==> src/rtl/dma_copy_master.sv <==
// rtl/dma_copy_master.sv - byte-copy bus initiator sharing the CPU memory bus via request/grant
// Each byte is one READ beat then one WRITE beat; losing grant abandons the beat and re-reads the byte.
module dma_copy_master #(
  parameter int READ_WAIT    = 1,
  parameter int LENGTH_WIDTH = 16
) (
  input  logic                    clk,
  input  logic                    reset,
  input  logic                    start,
  input  logic [23:0]             src_address,
  input  logic [23:0]             dst_address,
  input  logic [LENGTH_WIDTH-1:0] length,
  output logic                    busy,
  output logic                    done,
  output logic                    bus_request,
  input  logic                    bus_grant,
  output logic [23:0]             address,
  output logic [7:0]              data_out,
  input  logic [7:0]              data_in,
  output logic                    bus_enable,
  output logic                    write_enable,
  input  logic                    bus_halt
);

  localparam int WW = (READ_WAIT > 1) ? $clog2(READ_WAIT) : 1;

  typedef enum logic [2:0] {
    S_IDLE,
    S_REQUEST,
    S_READ,
    S_WRITE,
    S_DONE
  } state_t;

  state_t                  state_q, state_d;
  logic [23:0]             src_q, src_d;
  logic [23:0]             dst_q, dst_d;
  logic [LENGTH_WIDTH-1:0] count_q, count_d;
  logic [7:0]              byte_q, byte_d;
  logic [WW-1:0]           wait_q, wait_d;

  always_ff @(posedge clk) begin
    if (reset) begin
      state_q <= S_IDLE;
      src_q   <= '0;
      dst_q   <= '0;
      count_q <= '0;
      byte_q  <= '0;
      wait_q  <= '0;
    end else begin
      state_q <= state_d;
      src_q   <= src_d;
      dst_q   <= dst_d;
      count_q <= count_d;
      byte_q  <= byte_d;
      wait_q  <= wait_d;
    end
  end

  always_comb begin
    state_d      = state_q;
    src_d        = src_q;
    dst_d        = dst_q;
    count_d      = count_q;
    byte_d       = byte_q;
    wait_d       = wait_q;
    busy         = (state_q != S_IDLE);
    done         = 1'b0;
    bus_request  = 1'b0;
    address      = '0;
    data_out     = '0;
    bus_enable   = 1'b0;
    write_enable = 1'b0;

    case (state_q)
      S_IDLE: begin
        if (start) begin
          if (length != '0) begin
            src_d   = src_address;
            dst_d   = dst_address;
            count_d = length;
            wait_d  = '0;
            state_d = S_REQUEST;
          end else begin
            state_d = S_DONE;
          end
        end
      end

      S_REQUEST: begin
        bus_request = 1'b1;
        if (bus_grant) state_d = S_READ;
      end

      S_READ: begin
        bus_request = 1'b1;
        bus_enable  = 1'b1;
        address     = src_q;
        // Grant loss discards the partial wait so the restarted beat waits in full.
        if (!bus_grant) begin
          wait_d  = '0;
          state_d = S_REQUEST;
        end else if (!bus_halt) begin
          if (wait_q == WW'(READ_WAIT - 1)) begin
            byte_d  = data_in;
            wait_d  = '0;
            state_d = S_WRITE;
          end else begin
            wait_d = wait_q + 1'b1;
          end
        end
      end

      S_WRITE: begin
        bus_request  = 1'b1;
        bus_enable   = 1'b1;
        write_enable = 1'b1;
        address      = dst_q;
        data_out     = byte_q;
        if (!bus_grant) begin
          state_d = S_REQUEST;
        end else if (!bus_halt) begin
          src_d   = src_q + 24'd1;
          dst_d   = dst_q + 24'd1;
          count_d = count_q - 1'b1;
          state_d = (count_q == LENGTH_WIDTH'(1)) ? S_DONE : S_READ;
        end
      end

      S_DONE: begin
        done    = 1'b1;
        state_d = S_IDLE;
      end

      default: state_d = S_IDLE;
    endcase
  end

endmodule

==> config.mk <==
export PLATFORM = sky130hd
export DESIGN_NAME = dma_copy_master
export DESIGN_NICKNAME = d
export VERILOG_FILES = /design/src/rtl/dma_copy_master.sv
export SDC_FILE = /design/constraint.sdc
export NUM_CORES = 1
export LEC_CHECK = 0
export ABC_AREA = 0
export BUFFER_PORTS_ARGS = -buffer_cell sky130_fd_sc_hd__buf_2
export CAP_MARGIN = 10
export CORE_ASPECT_RATIO = 1.4
export CORE_UTILIZATION = 55
export DETAILED_ROUTE_END_ITERATION = 10
export PLACE_DENSITY = 0.8
export RECOVER_POWER = 25
export SYNTH_ARGS = -nofsm -noshare
export SYNTH_HDL_FRONTEND = slang
export SYNTH_SLANG_ARGS = --single-unit
==> constraint.sdc <==
create_clock -name clk -period 2.4 [get_ports clk]
set_input_delay 0 -clock clk [delete_from_list [all_inputs] [get_ports clk]]
set_output_delay 0 -clock clk [all_outputs]
set_load 0.01 [all_outputs]
==> results by group, run 1 <==
Logic synthesis
  • Yosys reg bits: 75
  • Top cell type's share of synthesized area: 29.51%
  • Avg Inst Size Synth: ~7.3 um2
  • Multiplexer share of the synthesized area: 6.517%
  • Synth Area in Simple Gates: between 20% and 30%
  • Mapped Cells: 696
  • Predominant post-synthesis flop cell: dfxtp_1
  • Number of synthesized flops with an enable pin: 0
  • Post-Synth XOR/XNOR Area: 0%
  • Compound-Gate Fraction of Synth Area: between 20 and 30%
  • Synth Area in Adders: 0.9838%
  • Largest family of logic cells by synthesized area: simple AND/OR/NAND/NOR gates
  • Seq/Total Area, Yosys: between 20 and 30%
  • Largest area contributor in the netlist: dfxtp_1
  • Post-Syn Nets: 777
  • Unique masters post-synth: 66
  • Mapped cell area: slightly above 5000 um2
  • Synth area leaders: dfxtp_1 (30%), a21oi_1 (7.8%), nand2_1 (6.6%), mux2i_1 (6.3%), nor2_1 (5.2%)
  • Ys async rst share: 0%
  • Ys Warns: 0

STA
  • Hold slack: -6.433 ps
  • RSZ-0062 raised after global routing: no
  • Setup Skew: 5.938 ps
  • Slew Viols, Final: 0
  • FMAX: between 400 and 500 MHz
  • Slew HR: 31.87%
  • Final period util: between 80 and 90%
  • Final setup vio count: 0
  • Final count of hold timing violations: 1
  • Measured slew at the worst slew-check pin: 1022 ps
  • Post-layout min period: 2147 ps
  • Total Negative Setup Slacks: 0 ps

Finish
  • Most frequent cells in the layout: nand2_1 (90), buf_2 (90), a21oi_1 (79)
  • Share of cells above drive strength 1: between 10% and 20%
  • Final Net Count: 875
  • Fill cells: 783
  • # diodes: 0
  • Synth-to-Final Area Change: 19.50%

Drt
  • Detailed-route via count: 5779
  • Top layer in use: met4
  • Via density: between 6 and 7
  • DRT iter0 DRCs: 461
  • Final ANT Viol Nets: 0
  • Met3 wire len: 861 um
  • Met2 WL post-DR: between 7000 and 8000 um
  • Pre-Repair DR Iteration Count: 5
  • Met1 WL: 6075 um
  • DRC: 0
  • WL per Instance: 17.16 um
  • Final WL: 15540 um

Pwr
  • Sw Ratio: 37.66%
  • Power Density: between 700 and 800 nW/um2
  • Pleak: around 2.5 nW
  • Int Power: 2.818 mW
  • Clk pwr share: 28.5%
  • Sequential power share: a little under two fifths
  • Peak supply drop: 0.5068 mV
  • Combinational share of power: between 30% and 40%
  • Switch Pwr: 1.702 mW

Worst setup path
  • CP arrival: 2410 ps
  • Crit path cell chain: clkbuf_2, a211o_1, a21oi_1, or4_1, a31oi_1
  • Largest fanout on the critical path: 33
  • Crit end category: register
  • CP Class: register to register
  • Crit-path max cell delay: around 800 ps
  • Family with the most delay on the worst path: buffers and inverters
  • CP max-delay cell: clkbuf_2
  • CP required: roughly 2700 ps
  • Setup crit start kind: register
  • CP Buf/Inv Count: 1

Run
  • Max Cap Viol: 0

Clock network
  • CTS max path bufs: 2
  • Clk Latency, worst-skew pair: 340 ps
  • Sink Count: 75
  • Post-CTS resize count: 0
  • CTS Buf Count: 9
  • CTS tree: yes
  • Clk root buf: clkbuf_16
  • CTS clk-pin slew, worst paths: 60 ps
  • H-Tree Depth: 3

Global routing
  • Number of global-route vias before repair: 5315
  • Global Route Usage Sum: 32.01%
  • Initial antenna violation count: 0
  • First-pass GRT wire length: 24780 um
  • Global route overflow: 0
  • Largest net degree at the start of global routing: 90

Placement
  • Buffers on Ports: 113
  • Hpwl dp: 10450 um
  • GP Congestion: slightly below 0.9

Floorplanning
  • Cell row count: 41
  • Initial Utilization: between 50% and 60%
  • Die W: 83.29 um
  • Core Region: 8977 um2
  • Number of I/O pins: about 110
  • Die area: 9644 um2
  • Die height: 115.8 um

Worst hold path
  • Worst hold path type: input pin to register

Outcome
  • Failing checks: negative hold slack
  • Status: complete, but fails checks
[per-layer routing]
metal / vias to the layer above / GRT usage (%)
met5: - / 0
met4: 0 / 20.69
met3: 51 / 3.063
met2: 267 / 57.21
met1: 2702 / 36.75
li1: 2759 / -
[worst min-delay path: cells and delay by family]
kind | cells | cell delay (ps)
AO/OA/AOI/OAI | 2 | 150
AND/OR/NAND/NOR | 1 | 50
buffers and inverters | 1 | 90
[final cells by class]
cell class / count / area [um2] / share of cell area, %
Inverter: 9 / 33.78 / 0.5557
Tap cell: 107 / 133.9 / 2.202
Sequential cell: 75 / 1501 / 24.70
Timing Repair Buffer: 151 / 894.6 / 14.71
Clock inverter: 5 / 27.53 / 0.4528
Multi-Input combinational cell: 548 / 3236 / 53.22
Clock buffer: 11 / 252.7 / 4.157
[state kept, by name, summed over array words and instances, names as in the netlist]
register / cells
dst_q: 24
count_q: 16
src_q: 24
byte_q: 8
state_q: 3
[final timing paths]
| kind | startpoint | endpoint | slack [ps] | depth (start not counted) |
|---|---|---|---|---|
| worst max-delay path | state_q[0]$_SDFFE_PP0P_ | state_q[0]$_SDFFE_PP0P_ | 250 | 5 |
| worst min-delay path | src_address[13] | src_q[13]$_SDFFE_PP0P_ | -6 | 4 |
| worst max register to register | state_q[0]$_SDFFE_PP0P_ | state_q[0]$_SDFFE_PP0P_ | 250 | 5 |
| worst min register to register | src_q[17]$_SDFFE_PP0P_ | src_q[17]$_SDFFE_PP0P_ | 490 | 1 |
[through the flow]
step / worst slack [ps] / instances / area [um2] / power [mW] / utilization [%]
global route: 106.8 / 906 / 6080 / 4.767 / 67.72
finish: 253.5 / 906 / 6080 / 4.520 / 67.72
detailed placement: 306.2 / 874 / 5679 / 3.213 / 63.26
CTS: 400.3 / 906 / 6120 / 4.514 / 68.17
floorplan: 641.4 / 696 / 5087 / 2.792 / -
global placement: 332.2 / 874 / 5679 / 3.163 / 63.26
[Yosys cell counts (all sizes together), types with 4 or more instances]
cell type	count
or3	4
buf	38
nand2	90
ha	4
nor3	21
mux2i	32
nor4	7
inv	7
o31a	6
a21o	12
o21ai	40
a31oi	15
a21oi	79
a32o	4
o211ai	4
o31ai	4
nand4	15
o41ai	6
a22o	5
nand3b	4
o32ai	16
a211oi	4
clkbuf	26
and4	7
nor2	70
and2	19
nand3	28
and3	9
dfxtp	75
[power groups by stage]
| stage | Combinational [mW] | Clock [mW] | Sequential, mW |
|---|---|---|---|
| floorplan | 1.17 | 0 | 1.62 |
| global placement | 1.46 | 0 | 1.70 |
| detailed placement | 1.50 | 0 | 1.72 |
| CTS | 1.52 | 1.30 | 1.69 |
| global route | 1.68 | 1.35 | 1.73 |
| finish | 1.53 | 1.29 | 1.70 |
[timing repair]
| item | in CTS | in global routing |
|---|---|---|
| buffers inserted | 0 | 0 |
| hold buffers | 16 | 0 |
| hold endpoints to repair | 16 | 0 |
[logic make-up (layout without fill, tap and decap cells)]
family	count (synthesis)	in the layout
compound gates	219	219
simple gates	292	292
fa+ha+maj	4	4
buf+inv	73	176
flops	75	75
mux	33	33
(Power assumes the default switching activity.)
==> inputs of run 2 (changes only) <==
REMOVE_ABC_BUFFERS = 1   (was default)
==> run 2 against run 1 <==
  * The run now ends clean
  * Sequential share of layout area rose by 0.082 points
  * Fmax rose by 4.3%
  * Critical path type is now input pin to register
  * Clock skew up 2.0 ps
  * Cell count is 0.33% lower
  * Die area unchanged
  * Clock-buffer cell count unchanged
  * Critical path depth is 3 higher
  * Total power increased by 1.1%
  * Setup slack better by 88 ps
==> results by group, run 2 (same netlist as run 1, synthesis figures left out) <==
Clock network
  • CTS Buf Count: 9
  • Postcts setup bufs: 0
  • # hold bufs at CTS: 19
  • Clk Latency, worst-skew pair: 350 ps
  • H-Tree Depth: 3
  • CTS clk-pin slew, worst paths: 60 ps
  • Post-CTS resize count: 0
  • CTS tree: yes
  • Sink Count: 75
  • CTS max path bufs: 2
  • Clk root buf: clkbuf_16

Global routing
  • First-pass GRT wire length: 24370 um
  • Largest net degree at the start of global routing: 138
  • Global Route Usage Sum: 31.01%
  • Global route overflow: 0
  • Number of global-route vias before repair: between 5k and 6k
  • Initial antenna violation count: 0

Drt
  • Final ANT Viol Nets: 0
  • DRC: 0
  • WL per Instance: ~17 um
  • Detailed-route via count: 5816
  • Via density: roughly 6.4
  • Final WL: about 15000 um
  • Pre-Repair DR Iteration Count: 5
  • DRT iter0 DRCs: roughly 520

Worst hold path
  • Hold endpoint: dst_q[11]$_SDFFE_PP0P_
  • Hold Crit Start: dst_address[11]
  • Worst hold path type: input pin to register
  • Hold Crit Depth: 4

Finish
  • Commonest non-fill, non-tap cell in the layout: buf_2
  • Share of cells above drive strength 1: 17.84%
  • Final Net Count: 872
  • Largest registers: dst_q (24), src_q (24), count_q (16)
  • Fill cells: 735
  • Final Cell Area: 6065 um2
  • Synth-to-Final Area Change: 19.21%
  • # diodes: 0
  • Most frequent cells in the layout: buf_2 (102), nand2_1 (90), a21oi_1 (79)

Pwr
  • Clk pwr share: 30.0%
  • Power Density: about 750 nW/um2
  • Switch Pwr: 1.692 mW
  • Sw Ratio: 37.03%
  • Peak supply drop: 0.5117 mV
  • Pleak: 2.496 nW
  • Sequential power share: 37.7%
  • Combinational share of power: around a third
  • Int Power: 2.877 mW

STA
  • Slew HR: between 40% and 50%
  • Final period util: a little under nine tenths
  • Hold slack: between 1.5 and 2 ps
  • Setup Skew: 7.979 ps
  • Post-layout min period: roughly 2000 ps
  • Slew Viols, Final: 0
  • Final setup vio count: 0
  • FMAX: just under 500 MHz
  • RSZ-0062 raised after global routing: no
  • Final count of hold timing violations: 0
  • Measured slew at the worst slew-check pin: between 800 and 900 ps

Placement
  • Hpwl dp: about 10000 um
  • Buffers on Ports: roughly 110
  • Placement-stage cell area: 5622 um2
  • GP Congestion: 0.9448

Worst setup path
  • Setup crit start kind: input pin
  • CP required: 2660 ps
  • Family with the most delay on the worst path: buffers and inverters
  • Crit end category: register
  • Terminus of the critical flop-to-flop path: count_q[12]$_SDFFE_PP0P_
  • CP Buf/Inv Count: 3
  • Crit path cell chain: dlygate4sd3_1, clkbuf_1, nor4_1, nand4_1, a31oi_1, clkbuf_2, o21ai_0, a21oi_1
  • CP arrival: 2320 ps
  • CP Class: input pin to register
  • Largest fanout on the critical path: 20
  • Crit-path max cell delay: 530 ps
  • Reg2Reg Depth: 7
  • Reg-to-reg startpoint: count_q[1]$_SDFFE_PP0P_
  • CP max-delay cell: dlygate4sd3_1
  • Reg2reg setup slack: 410 ps

Floorplanning
  • Die height: 115.8 um
  • Cell row count: 41
  • Core Region: 8977 um2
  • Initial Utilization: 56.67%
  • Die W: approximately 83 um
  • Number of I/O pins: 114
  • Die area: 9644 um2

Outcome
  • Status: finished, final reports clean

Run
  • Max Cap Viol: 0
-- run 2: changes by cell type in the layout (fill, tap and decap cells not counted), sizes merged --
cell         change
bufinv           +1
clkbuf          -11
buf              +5
dlygate4sd3      +3
clkinv           -1
-- run 2: worst max path at each step --
stage,from,end,slack (ps),cells after the start
finish,length[0],count_q[12]$_SDFFE_PP0P_,340,8
global route,length[0],count_q[12]$_SDFFE_PP0P_,160,8
CTS,state_q[2]$_SDFFE_PP0P_,data_out[1],400,5
detailed placement,length[11],dst_q[21]$_SDFFE_PP0P_,430,7
global placement,length[11],src_q[8]$_SDFFE_PP0P_,420,7
floorplan,state_q[0]$_SDFFE_PP0P_,count_q[6]$_SDFFE_PP0P_,-3830,6
-- run 2: power by group through the flow --
stage / clock (mW) / combinational, mW / sequential, mW
6_report: 1.37 / 1.47 / 1.72
5_1_grt: 1.44 / 1.63 / 1.76
4_1_cts: 1.38 / 1.47 / 1.71
3_5_place_dp: 0 / 1.44 / 1.74
3_3_place_gp: 0 / 1.40 / 1.72
2_1_floorplan: 0 / 0.979 / 1.71
-- run 2: layer usage --
layer,track usage [%],vias up,share of wire [%]
met4,18.16,0,4.0
met3,6.054,58,8.1
met2,55.14,328,50
li1,-,2750,-
met1,34.63,2680,38
met5,0,-,0
-- run 2: worst register-to-register path, delay by kind of cell (launching register included) --
family | cells | cell delay (ps)
AND/OR/NAND/NOR | 3 | 880
flip-flops | 1 | 350
AO/OA/AOI/OAI | 2 | 300
adder cells (fa/ha/maj) | 1 | 200
buffers and inverters | 1 | 100
-- run 2: cell type report --
| type | count | area [um2] | share of cell area [%] |
|---|---|---|---|
| flip-flops and latches | 75 | 1503 | 24.78 |
| well taps | 107 | 133.9 | 2.208 |
| clock buffers | 11 | 242.7 | 4.002 |
| clock inverters | 5 | 52.55 | 0.8665 |
| multi-input cells | 548 | 3221 | 53.11 |
| repair buffers | 148 | 878.3 | 14.48 |
| inverters | 9 | 33.78 | 0.5570 |
-- run 2: metrics by stage --
stage,worst slack [ps],power (mW),TNS (ps),util [%],cells
2_1_floorplan,-3828,2.688,-236700,-,632
3_3_place_gp,417.7,3.120,0,62.62,868
3_5_place_dp,429.7,3.172,0,62.62,868
4_1_cts,404.2,4.560,0,68.03,903
5_1_grt,157.0,4.820,0,67.55,903
6_report,341.0,4.569,0,67.55,903
